[src/rtl/uart_tx_fifo.sv]
// uart_tx_fifo: byte queue between the ramio UART-out write strobe and the uarttx go/busy handshake.
// Latency: a byte pushed at edge N is popped onto ut_go/ut_data at edge N+1 at the earliest.
// Backpressure: the writer is never stalled; a push while full is dropped and latched in sticky overflow.
module uart_tx_fifo #(
  parameter int DepthBitWidth = 4
) (
  input  logic                     clk,
  input  logic                     rst,
  input  logic                     wr_en,
  input  logic [7:0]               wr_data,
  output logic                     full,
  output logic                     empty,
  output logic [DepthBitWidth:0]   count,
  output logic                     overflow,
  input  logic                     clr_overflow,
  output logic                     ut_go,
  output logic [7:0]               ut_data,
  input  logic                     ut_busy,
  output logic                     idle
);

  localparam int Depth = 1 << DepthBitWidth;

  typedef enum logic [1:0] {IDLE, SEND, WAIT_DONE, ACK} state_e;

  logic [7:0]               mem_q [Depth];
  logic [DepthBitWidth-1:0] wr_ptr_q, wr_ptr_d;
  logic [DepthBitWidth-1:0] rd_ptr_q, rd_ptr_d;
  logic [DepthBitWidth:0]   count_q, count_d;
  logic                     overflow_q, overflow_d;
  state_e                   state_q;
  logic                     ut_go_q;
  logic [7:0]               ut_data_q;
  logic                     push;
  logic                     pop;

  // Status is derived from registered state only, never from same-cycle inputs.
  assign empty    = (count_q == '0);
  // count never exceeds Depth, so its top bit alone means "exactly Depth entries".
  assign full     = count_q[DepthBitWidth];
  assign count    = count_q;
  assign overflow = overflow_q;
  assign ut_go    = ut_go_q;
  assign ut_data  = ut_data_q;
  assign idle     = empty && (state_q == IDLE);

  // Next-state for pointers, occupancy and the sticky overflow flag.
  always_comb begin
    push       = wr_en && !full;
    pop        = (state_q == IDLE) && !empty;
    wr_ptr_d   = push ? wr_ptr_q + DepthBitWidth'(1) : wr_ptr_q;
    rd_ptr_d   = pop  ? rd_ptr_q + DepthBitWidth'(1) : rd_ptr_q;
    count_d    = count_q;
    case ({push, pop})
      2'b10:   count_d = count_q + (DepthBitWidth+1)'(1);
      2'b01:   count_d = count_q - (DepthBitWidth+1)'(1);
      default: count_d = count_q;
    endcase
    overflow_d = overflow_q;
    if (clr_overflow) overflow_d = 1'b0;
    // A dropped push in the same cycle as a clear still leaves the flag set.
    if (wr_en && full) overflow_d = 1'b1;
  end

  // Storage array; no reset needed since empty slots are never read.
  always_ff @(posedge clk) begin
    if (!rst && push) mem_q[wr_ptr_q] <= wr_data;
  end

  // Pointer, occupancy and overflow registers.
  always_ff @(posedge clk) begin
    if (rst) begin
      wr_ptr_q   <= '0;
      rd_ptr_q   <= '0;
      count_q    <= '0;
      overflow_q <= 1'b0;
    end else begin
      wr_ptr_q   <= wr_ptr_d;
      rd_ptr_q   <= rd_ptr_d;
      count_q    <= count_d;
      overflow_q <= overflow_d;
    end
  end

  // Downstream handshake FSM: go stays high until busy has been seen and released, then one go-low ACK cycle.
  always_ff @(posedge clk) begin
    if (rst) begin
      state_q   <= IDLE;
      ut_go_q   <= 1'b0;
      ut_data_q <= 8'h00;
    end else begin
      case (state_q)
        IDLE: begin
          if (pop) begin
            ut_data_q <= mem_q[rd_ptr_q];
            ut_go_q   <= 1'b1;
            state_q   <= SEND;
          end
        end
        SEND: begin
          if (ut_busy) state_q <= WAIT_DONE;
        end
        WAIT_DONE: begin
          if (!ut_busy) begin
            ut_go_q <= 1'b0;
            state_q <= ACK;
          end
        end
        ACK: begin
          state_q <= IDLE;
        end
        default: begin
          ut_go_q <= 1'b0;
          state_q <= IDLE;
        end
      endcase
    end
  end

endmodule

[config.mk]
export PLATFORM = sky130hd
export DESIGN_NAME = uart_tx_fifo
export DESIGN_NICKNAME = d
export VERILOG_FILES = /design/src/rtl/uart_tx_fifo.sv
export SDC_FILE = /design/constraint.sdc
export NUM_CORES = 1
export LEC_CHECK = 0
export BUFFER_PORTS_ARGS = -buffer_cell sky130_fd_sc_hd__buf_2
export CAP_MARGIN = 30
export CELL_PAD_IN_SITES_DETAIL_PLACEMENT = 0
export CELL_PAD_IN_SITES_GLOBAL_PLACEMENT = 2
export CORE_MARGIN = 4
export CORE_UTILIZATION = 40
export DETAILED_ROUTE_END_ITERATION = 6
export PLACE_DENSITY_LB_ADDON = 0.1
export SETUP_SLACK_MARGIN = 0.1
export SLEW_MARGIN = 20
export SYNTH_ARGS = -nofsm -noshare
export SYNTH_HDL_FRONTEND = slang
export SYNTH_SLANG_ARGS = --single-unit
[constraint.sdc]
create_clock -name clk -period 7 [get_ports clk]
set_input_delay 0 -clock clk [delete_from_list [all_inputs] [get_ports clk]]
set_output_delay 0 -clock clk [all_outputs]
set_load 0.01 [all_outputs]
==> out/metrics.cfg <==
[synthesis]
synth_edf_count=128
yosys_most_used_dff=edfxtp_1
synth-xor-area-share_pct=1.237
ys_warn_count=0
synthSimpleGateAreaFrac_pct=6.186
yosysUniqueCellTypes=48
netlist_area_sq_um=6371
synthMuxAreaShare_pct=11.78
syn_area_per_cell_sq_um=15.97
ys_seq_area_share_pct=68.19
synth_top_family_by_area=multiplexers
synthesis.nets=424
synth-compound-area-share_pct=7.011
async_reset_ff_share_pct=0
synth_seq_cells=153
synth-adder-area-share_pct=2.357
syn_inst=399

[grt]
grt_pass1_vias=3262
use_met2_pct=25.00
grt_pass1_wl_um=19680
grtUsageMet3_pct=3.451
grt_max_degree=51
use_met1_pct=19.52
grtUsageTotal_pct=15.06
top_usage_layer=met2
grt_overflow=0
antenna_found_initial=0

[timing]
max_freq_mhz=315.7
slew_headroom_pct=37.95
hold_viol=0
fin_crit_ns=3.168
finClkSkew_ns=0.008571
worst_pin_slew_ns=0.9273
drv_slew=0
fin_setup_tns_ns=0
finalSetupViolCount=0
rsz0062_at_grt=no
holdWs_ns=0.1123
fin_crit_sh_pct=45.25

[final_layout]
areaGrowthSynthToFinish_pct=15.12
seq_area_sq_um=4345
final_cells=661
layout.nets=462
fin_area_sq_um=7335
num-fill-cells=1351
layout_commonest_cell=edfxtp_1
final_cell_mix=edfxtp_1 (128), nor2_1 (49), mux2i_1 (36)
final_layout_size_suffix_gt1_share_pct=19.78
multi_input_area_sq_um=1821
diodes=0
final_core_util_pct=47.54

[detailed_routing]
routed_wl_um=13140
drc=0
wl_per_cell_um=19.88
vias_per_cell=5.127
drtIter0Drc=162
drt.antenna.violating_nets=0
first_pass_iters=4
routed-via-count=3389

[placement]
placed_area_sq_um=6625
dp_hpwl_um=8425
io_buffers=30
gp_congestion=0.7409
numPlacedInstances=617

[clock_tree]
clock_sinks=153
post_cts_buffers=0
h-tree-depth=4
clk_latency_ns=0.42
path_clk_slew_ns=0.06
cts_tree=built
clk_path_buf_depth=2
cts.root.buffer_cell=clkbuf_16
numCtsBuffers=17

[floorplan]
ioPinCount=31
num_rows=45
start_util_pct=41.30
die_area_sq_um=18010
die_w_um=134.2
dieHeight_um=134.2
core_area_sq_um=15430

[setup_path]
startpoint_type=register
criticalPathCategory=register to register
cp.required_ns=7.31
path_max_fanout=20
arrival_ns=3.48
crit_path_end_kind=register

[flow_run]
max_cap_viol_count=0

[outcome]
outcome=finished clean

[power]
vdd_drop_max_uv=173.9
p_leak_uw=0.002409
powerDensity_nw_per_um2=340.1

[hold_path]
worst_hold_path_type=input port to register

## sequential cells by signal, indices dropped and copies added (netlist names)
name      cells
rd_ptr_q      4
wr_ptr_q      4
count         5
mem_q       128
ut_go         1
ut_data       8
state_q       2
overflow      1
## worst paths after layout
kind / start / endpoint / slack [ns] / depth (start not counted)
min: rst / count[0] / 0.11 / 2
min reg2reg: ut_go / ut_go / 0.51 / 2
max: count[1] / count[4] / 3.83 / 9
max reg2reg: count[1] / count[4] / 3.83 / 9
## Yosys cell counts (3+ instances only)
master    count  share of area, %
clkbuf_1     10              0.59
o21ai_0       4              0.31
a21oi_1       7              0.55
inv_1         8              0.47
nand2b_1      3              0.29
a311oi_2      8               1.9
or3_1         3              0.29
buf_6         3              0.53
xor2_1        7              0.96
dfxtp_1      25               7.9
mux2i_1      36               5.7
edfxtp_1    128                60
mux4_2        8               2.8
nand2_1      10              0.59
nor3_1        3              0.24
ha_1         12               2.4
mux4_1        8               3.3
a22oi_1       8              0.94
nor2b_1       3              0.29
buf_2         6              0.47
nand3b_1      3              0.35
nor2_1       49               2.9
o22ai_1      16               1.6
## stage by stage
step                worst slack (ns)  total power, uW
finish                         3.832             2495
global route                   3.598             2614
CTS                            3.805             2524
detailed placement             3.822             1611
global placement               3.854             1607
floorplan                      3.992             1495
## per-layer routing
| metal | wire [um] | part of all wire (%) |
|---|---|---|
| met5 | 0 | 0 |
| met4 | 154 | 1.2 |
| met3 | 470 | 3.6 |
| met2 | 6576 | 50 |
| met1 | 5941 | 45 |
## worst max-delay path: stages, from the launching register on
cell and delay, ns:
dfxtp_1 0.38, or4_4 0.60, o21a_1 0.50, ha_1 0.47, xor2_1 0.19, ha_1 0.23
a211o_2 0.31, a21oi_1 0.20, a211o_1 0.12, nand3_1 0.05
## final cells by class
cell class	instances	share of cell area, %
timing repair buffer	44	3.855
clock buffer	17	5.800
sequential	153	59.25
inverter	8	0.4094
multi-input combinational	213	24.82
clock inverter	15	2.269
tap	211	3.599
## what timing repair did
action | 4_1_cts | 5_1_grt
hold buffers | 11 | 0
endpoints found under the hold margin | 130 | 0
gates resized for setup | 0 | 0
## where the power goes
group / leakage, uW / switching, uW / internal (uW)
Combinational: 0.000766 / 300 / 210
Clock: 0.000285 / 379 / 531
Sequential: 0.00136 / 39.4 / 1040
## cells by family after synthesis
group | count (synthesis)
adders and majority gates | 12
and+or+nand+nor | 84
AOI/OAI and AO/OA | 56
muxes | 52
buffers and inverters | 33
DFF | 153
xor gates and xnor gates | 9
No activity file was read; power rests on OpenSTA's default activity.
